--- src/rtl/alu_share_arbiter.sv ---
// alu_share_arbiter: lets two requesters take turns on one combinational
// MIPSALU + ALUControl pair. One operation is in flight at a time: accept,
// drive the ALU for one cycle, capture result/flags, hold the response until
// the owning requester takes it.
// Build option: define ALU_ARB_FIXED_PRIO_EN to make port 0 win every tie
// instead of alternating with round-robin.
module alu_share_arbiter #(
  parameter int WIDTH = 32
) (
  input  logic             clk,
  input  logic             reset_n,
  input  logic             req0_valid,
  output logic             req0_ready,
  input  logic [5:0]       req0_funct,
  input  logic [WIDTH-1:0] req0_a,
  input  logic [WIDTH-1:0] req0_b,
  input  logic             req0_cin,
  input  logic             req1_valid,
  output logic             req1_ready,
  input  logic [5:0]       req1_funct,
  input  logic [WIDTH-1:0] req1_a,
  input  logic [WIDTH-1:0] req1_b,
  input  logic             req1_cin,
  output logic             resp0_valid,
  input  logic             resp0_ready,
  output logic             resp1_valid,
  input  logic             resp1_ready,
  output logic [WIDTH-1:0] resp_res,
  output logic             resp_zero,
  output logic             resp_ovf,
  output logic             resp_cout,
  output logic             resp_err,
  output logic [5:0]       alu_funct,
  output logic [WIDTH-1:0] alu_a,
  output logic [WIDTH-1:0] alu_b,
  output logic             alu_cin,
  input  logic [WIDTH-1:0] alu_res,
  input  logic             alu_zero,
  input  logic             alu_ovf,
  input  logic             alu_cout,
  output logic             busy
);

  typedef enum logic [1:0] {
    IDLE,
    EXEC,
    RESP
  } state_t;

  localparam logic [5:0] FUNCT_NOOP = 6'h2C;

  state_t           state_q;
  logic             lastGrant_q;
  logic             owner_q;
  logic             isNoop_q;
  logic             isErr_q;
  logic [5:0]       aluFunct_q;
  logic [WIDTH-1:0] aluA_q;
  logic [WIDTH-1:0] aluB_q;
  logic             aluCin_q;
  logic [WIDTH-1:0] respRes_q;
  logic             respZero_q;
  logic             respOvf_q;
  logic             respCout_q;
  logic             respErr_q;
  logic             resp0Valid_q;
  logic             resp1Valid_q;

  logic             grant1_d;
  logic             accept_d;
  logic [5:0]       selFunct_d;
  logic [WIDTH-1:0] selA_d;
  logic [WIDTH-1:0] selB_d;
  logic             selCin_d;
  logic             selLegal_d;

  // Only the eight supported ALU operations are passed through to ALUControl.
  function automatic logic isLegalFunct(input logic [5:0] funct);
    case (funct)
      6'h20, 6'h22, 6'h24, 6'h25, 6'h26, 6'h27, 6'h2A, 6'h2C: return 1'b1;
      default:                                              return 1'b0;
    endcase
  endfunction

  // Pick the winning port and mux its request fields toward the drive registers.
  always_comb begin
    grant1_d = 1'b0;
`ifdef ALU_ARB_FIXED_PRIO_EN
    grant1_d = req1_valid & ~req0_valid;
`else
    grant1_d = req1_valid & (~req0_valid | ~lastGrant_q);
`endif
    req0_ready = (state_q == IDLE) & req0_valid & ~grant1_d;
    req1_ready = (state_q == IDLE) & grant1_d;
    accept_d   = req0_ready | req1_ready;
    selFunct_d = grant1_d ? req1_funct : req0_funct;
    selA_d     = grant1_d ? req1_a     : req0_a;
    selB_d     = grant1_d ? req1_b     : req0_b;
    selCin_d   = grant1_d ? req1_cin   : req0_cin;
    selLegal_d = isLegalFunct(selFunct_d);
  end

  // Accept -> execute for one cycle -> hold response until the owner takes it.
  always_ff @(posedge clk) begin
    if (!reset_n) begin
      state_q      <= IDLE;
      lastGrant_q  <= 1'b1;
      owner_q      <= 1'b0;
      isNoop_q     <= 1'b0;
      isErr_q      <= 1'b0;
      aluFunct_q   <= FUNCT_NOOP;
      aluA_q       <= '0;
      aluB_q       <= '0;
      aluCin_q     <= 1'b0;
      respRes_q    <= '0;
      respZero_q   <= 1'b0;
      respOvf_q    <= 1'b0;
      respCout_q   <= 1'b0;
      respErr_q    <= 1'b0;
      resp0Valid_q <= 1'b0;
      resp1Valid_q <= 1'b0;
    end else begin
      case (state_q)
        IDLE: begin
          if (accept_d) begin
            aluFunct_q  <= selLegal_d ? selFunct_d : FUNCT_NOOP;
            aluA_q      <= selA_d;
            aluB_q      <= selB_d;
            aluCin_q    <= selCin_d;
            isNoop_q    <= (selFunct_d == FUNCT_NOOP);
            isErr_q     <= ~selLegal_d;
            owner_q     <= grant1_d;
            lastGrant_q <= grant1_d;
            state_q     <= EXEC;
          end
        end
        EXEC: begin
          if (isNoop_q || isErr_q) begin
            respRes_q  <= '0;
            respZero_q <= 1'b0;
            respOvf_q  <= 1'b0;
            respCout_q <= 1'b0;
          end else begin
            respRes_q  <= alu_res;
            respZero_q <= alu_zero;
            respOvf_q  <= alu_ovf;
            respCout_q <= alu_cout;
          end
          respErr_q    <= isErr_q;
          resp0Valid_q <= ~owner_q;
          resp1Valid_q <= owner_q;
          state_q      <= RESP;
        end
        RESP: begin
          if (owner_q ? resp1_ready : resp0_ready) begin
            resp0Valid_q <= 1'b0;
            resp1Valid_q <= 1'b0;
            state_q      <= IDLE;
          end
        end
        default: state_q <= IDLE;
      endcase
    end
  end

  assign alu_funct   = aluFunct_q;
  assign alu_a       = aluA_q;
  assign alu_b       = aluB_q;
  assign alu_cin     = aluCin_q;
  assign resp_res    = respRes_q;
  assign resp_zero   = respZero_q;
  assign resp_ovf    = respOvf_q;
  assign resp_cout   = respCout_q;
  assign resp_err    = respErr_q;
  assign resp0_valid = resp0Valid_q;
  assign resp1_valid = resp1Valid_q;
  assign busy        = (state_q != IDLE);

endmodule

--- config.mk ---
export PLATFORM = sky130hd
export DESIGN_NAME = alu_share_arbiter
export DESIGN_NICKNAME = d
export VERILOG_FILES = /design/src/rtl/alu_share_arbiter.sv
export SDC_FILE = /design/constraint.sdc
export NUM_CORES = 1
export LEC_CHECK = 0
export BUFFER_PORTS_ARGS = -buffer_cell sky130_fd_sc_hd__buf_2
export CAP_MARGIN = 20
export CORE_MARGIN = 5
export CORE_UTILIZATION = 44
export CTS_CLUSTER_DIAMETER = 60
export DETAILED_ROUTE_END_ITERATION = 16
export GPL_ROUTABILITY_DRIVEN = 0
export GPL_TIMING_DRIVEN = 0
export PLACE_DENSITY = 0.84
export SLEW_MARGIN = 20
export SYNTH_ARGS = -nofsm -noshare
export SYNTH_HDL_FRONTEND = slang
export SYNTH_SLANG_ARGS = --single-unit
--- constraint.sdc ---
create_clock -name clk -period 1.7 [get_ports clk]
set_clock_uncertainty 0.1 [all_clocks]
set_input_delay 0.17 -clock clk [delete_from_list [all_inputs] [get_ports clk]]
set_output_delay 0.17 -clock clk [all_outputs]
set_load 0.05 [all_outputs]
==> reports/qor.yml <==
run:
  drv_cap: 0
synth:
  yosysSeqAreaShare_pct: 46.5
  synth-async-reset-ratio_pct: 0
  synth_area_leaders: "dfxtp_1 (47%), mux2i_1 (13%), o211a_1 (13%)"
  yosysTopAreaCell: "dfxtp_1"
  synth_flop_cell: "dfxtp_1"
  syn_inst: 491
  ys_seq_elements: 115
  synth_edf_count: 0
  synth_area_mm2: 0.00495
  avgSynthCellArea_um2: 10.1
  syn_nets: 674
  synth.distinct_cells: 37
  yosysWarnings: 0
  synth_top_area_share_pct: 46.5
floorplan:
  start_util_pct: 45.3
  die_w_um: 116
  pin_count: 295
  row_count: 38
  core_area_mm2: 0.0109
  die_area_mm2: 0.0135
  die_h_um: 116
grt:
  top_usage_layer: "met2"
  antenna_found_initial: 5
  grt_max_degree: 17
  grt_use_met1_pct: 27.4
  grt_pass1_wl_um: 27300
  grt.met2_usage_pct: 47.3
  grt_use_total_pct: 26.1
  grt_pass1_vias: 5369
  grtUsageMet3_pct: 10.2
  grt_overflow: 0
setup_path:
  worst-path-max-fanout: 5
  rr_worst_depth: 6
  slowest_delay_ns: 0.48
  path_delay_family: "simple AND/OR/NAND/NOR gates"
  end_kind: "flip-flop"
  cp_data_arrival_time_ns: 1.87
  reg2reg_from: "lastGrant_q"
  cpMaxStageDelayCell: "or4bb_4"
  cp.depth: 6
  crit_buf_inv: 2
  start_kind: "flip-flop"
  path_cells: "a21boi_2 > buf_6 > buf_6 > or4bb_4 > nor3_4 > o311ai_1"
  critPathRequiredTime_ns: 1.85
  crit_type: "flip-flop to flip-flop"
  cpMostUsedCell: "buf_6"
  rrSetupSlack_ns: -0.03
  r2r-end: "alu_funct[2]"
routing:
  drtIter0Drc: 288
  drt.antenna.violating_nets: 0
  wl_per_cell_um: 18.3
  avgViaCountPerCell: 5.25
  drtPass1Iterations: 5
  dr_total_vias: 5295
  wl_um: 18500
  post-route-drc-count: 0
clocking:
  cts_tree: "done"
  cts_htree_levels: 4
  cts_root_buffer: "clkbuf_16"
  cts_buffer_depth: 2
  numCtsBuffers: 17
  clkSinkCount: 115
  clkLatencyLatePin_ns: 0.40
  clk_pin_slew_ns: 0.06
power_and_ir_drop:
  power_uw: 9210
  p_leak_uw: 0.00428
  power_density_mw_per_mm2: 1180
  peakVddDrop_uv: 1030
final_layout:
  layout_common_cells: "buf_2 (302), dfxtp_1 (114), nand2_1 (77)"
  nets: 1035
  final_area_mm2: 0.00781
  final_common_cell: "buf_2"
  final_layout_size_suffix_gt1_share_pct: 43.1
  synthToLayoutAreaGrowth_pct: 57.8
place:
  port-buffer-count: 294
  hpwl_um: 12900
  dpl_worst_slack_ns: -0.367
  post_dp_cell_area_mm2: 0.00660
sta:
  fmax_mhz: 579
  rsz0062_at_grt: "true"
  min_period_ns: 1.73
  setup_viol: 1
  max_slew_margin_pct: 60.2
  worst_slack_ns: -0.0281
  fin_crit_sh_pct: 102
  maxSlewViolCount: 0
  tns_ns: -0.0281
  worstMarginPinSlew_ns: 0.593
  hold_violations: 0
run_status:
  status: "finished with violations"
  violations: "setup timing"
worst_hold_path:
  min_from: "req0_b[10]"
  whs_path_depth: 4
  hold_path.class: "input pin to flip-flop"
  whs_endpoint: "alu_b[10]"
repair_timing:
item,CTS,global route
pin swaps,3,6
endpoints found under the hold margin,38,0
endpoints found under the setup margin,103,95
hold buffers,41,0
resized for setup,36,20
setup buffers,5,2
area by class of cell:
type / count / area, µm²
clock inverter: 9 / 103
antenna: 4 / 10.0
buffer: 42 / 272
tap: 140 / 175
fill: 818 / 3130
sequential: 115 / 2300
timing repair buffer: 342 / 1960
multi-input combinational: 330 / 2490
clock buffer: 23 / 488
inverter: 4 / 15.0
registers in the layout (all words and copies together), names as in the netlist:
name and flops:
alu_a 32, lastGrant_q 1, owner_q 1, resp0_valid 1, resp_res 32, isErr_q 1, resp_ovf 1, resp_cout 1
resp1_valid 1, alu_b 32, alu_funct 6, state_q 2, alu_cin 1, resp_err 1, isNoop_q 1, resp_zero 1
how the worst max path moves through the flow:
| stage | start | endpoint |
|---|---|---|
| detailed placement | state_q[1] | alu_b[12] |
| global placement | state_q[1] | alu_b[15] |
| global route | lastGrant_q | alu_a[11] |
| finish | lastGrant_q | alu_funct[2] |
| floorplan | lastGrant_q | req0_ready |
| CTS | lastGrant_q | alu_funct[2] |
cells by family (layout without fill, tap and decap cells):
| family | after synthesis | in the layout | share of synthesized area, % |
|---|---|---|---|
| DFF | 115 | 115 | 46.5 |
| and+or+nand+nor | 137 | 137 | 13.6 |
| muxes | 66 | 66 | 13.4 |
| buffers and inverters | 46 | 420 | 4.22 |
| AOI/OAI and AO/OA | 127 | 127 | 22.3 |
| other | 0 | 4 | 0 |
worst min-delay path: cells and delay by family:
family                 cells  cell delay [ns]
AO/OA/AOI/OAI              1             0.13
buffers and inverters      1             0.07
AND/OR/NAND/NOR            1             0.06
multiplexers               1             0.05
power breakdown:
group          switching, µW  internal (µW)
Sequential               152           2970
Combinational           1690            866
Clock                   1230           2300
Total                   3080           6140
stage by stage:
stage	hold WS (ns)	util [%]	instances
2_1_floorplan	0.208	-	491
3_5_place_dp	0.329	60.3	925
5_1_grt	0.0184	71.4	1009
3_3_place_gp	0.327	60.3	925
6_report	0.0122	71.4	1009
4_1_cts	0.000513	70.8	1003
cells in the mapped netlist (4+ instances only):
master	n
a21oi_1	5
a22oi_1	35
buf_2	17
buf_4	4
clkbuf_1	19
dfxtp_1	115
inv_1	4
mux2i_1	66
nand2_1	77
nand2b_1	4
nor2b_1	39
o211a_1	65
o21ai_0	6
per-layer routing:
metal | vias to the layer above | wire (µm)
met5 | - | 11
met4 | 2 | 466
met3 | 40 | 1720
met2 | 273 | 9370
met1 | 2470 | 6910
li1 | 2510 | -
Power figures use the tool's default switching activity.
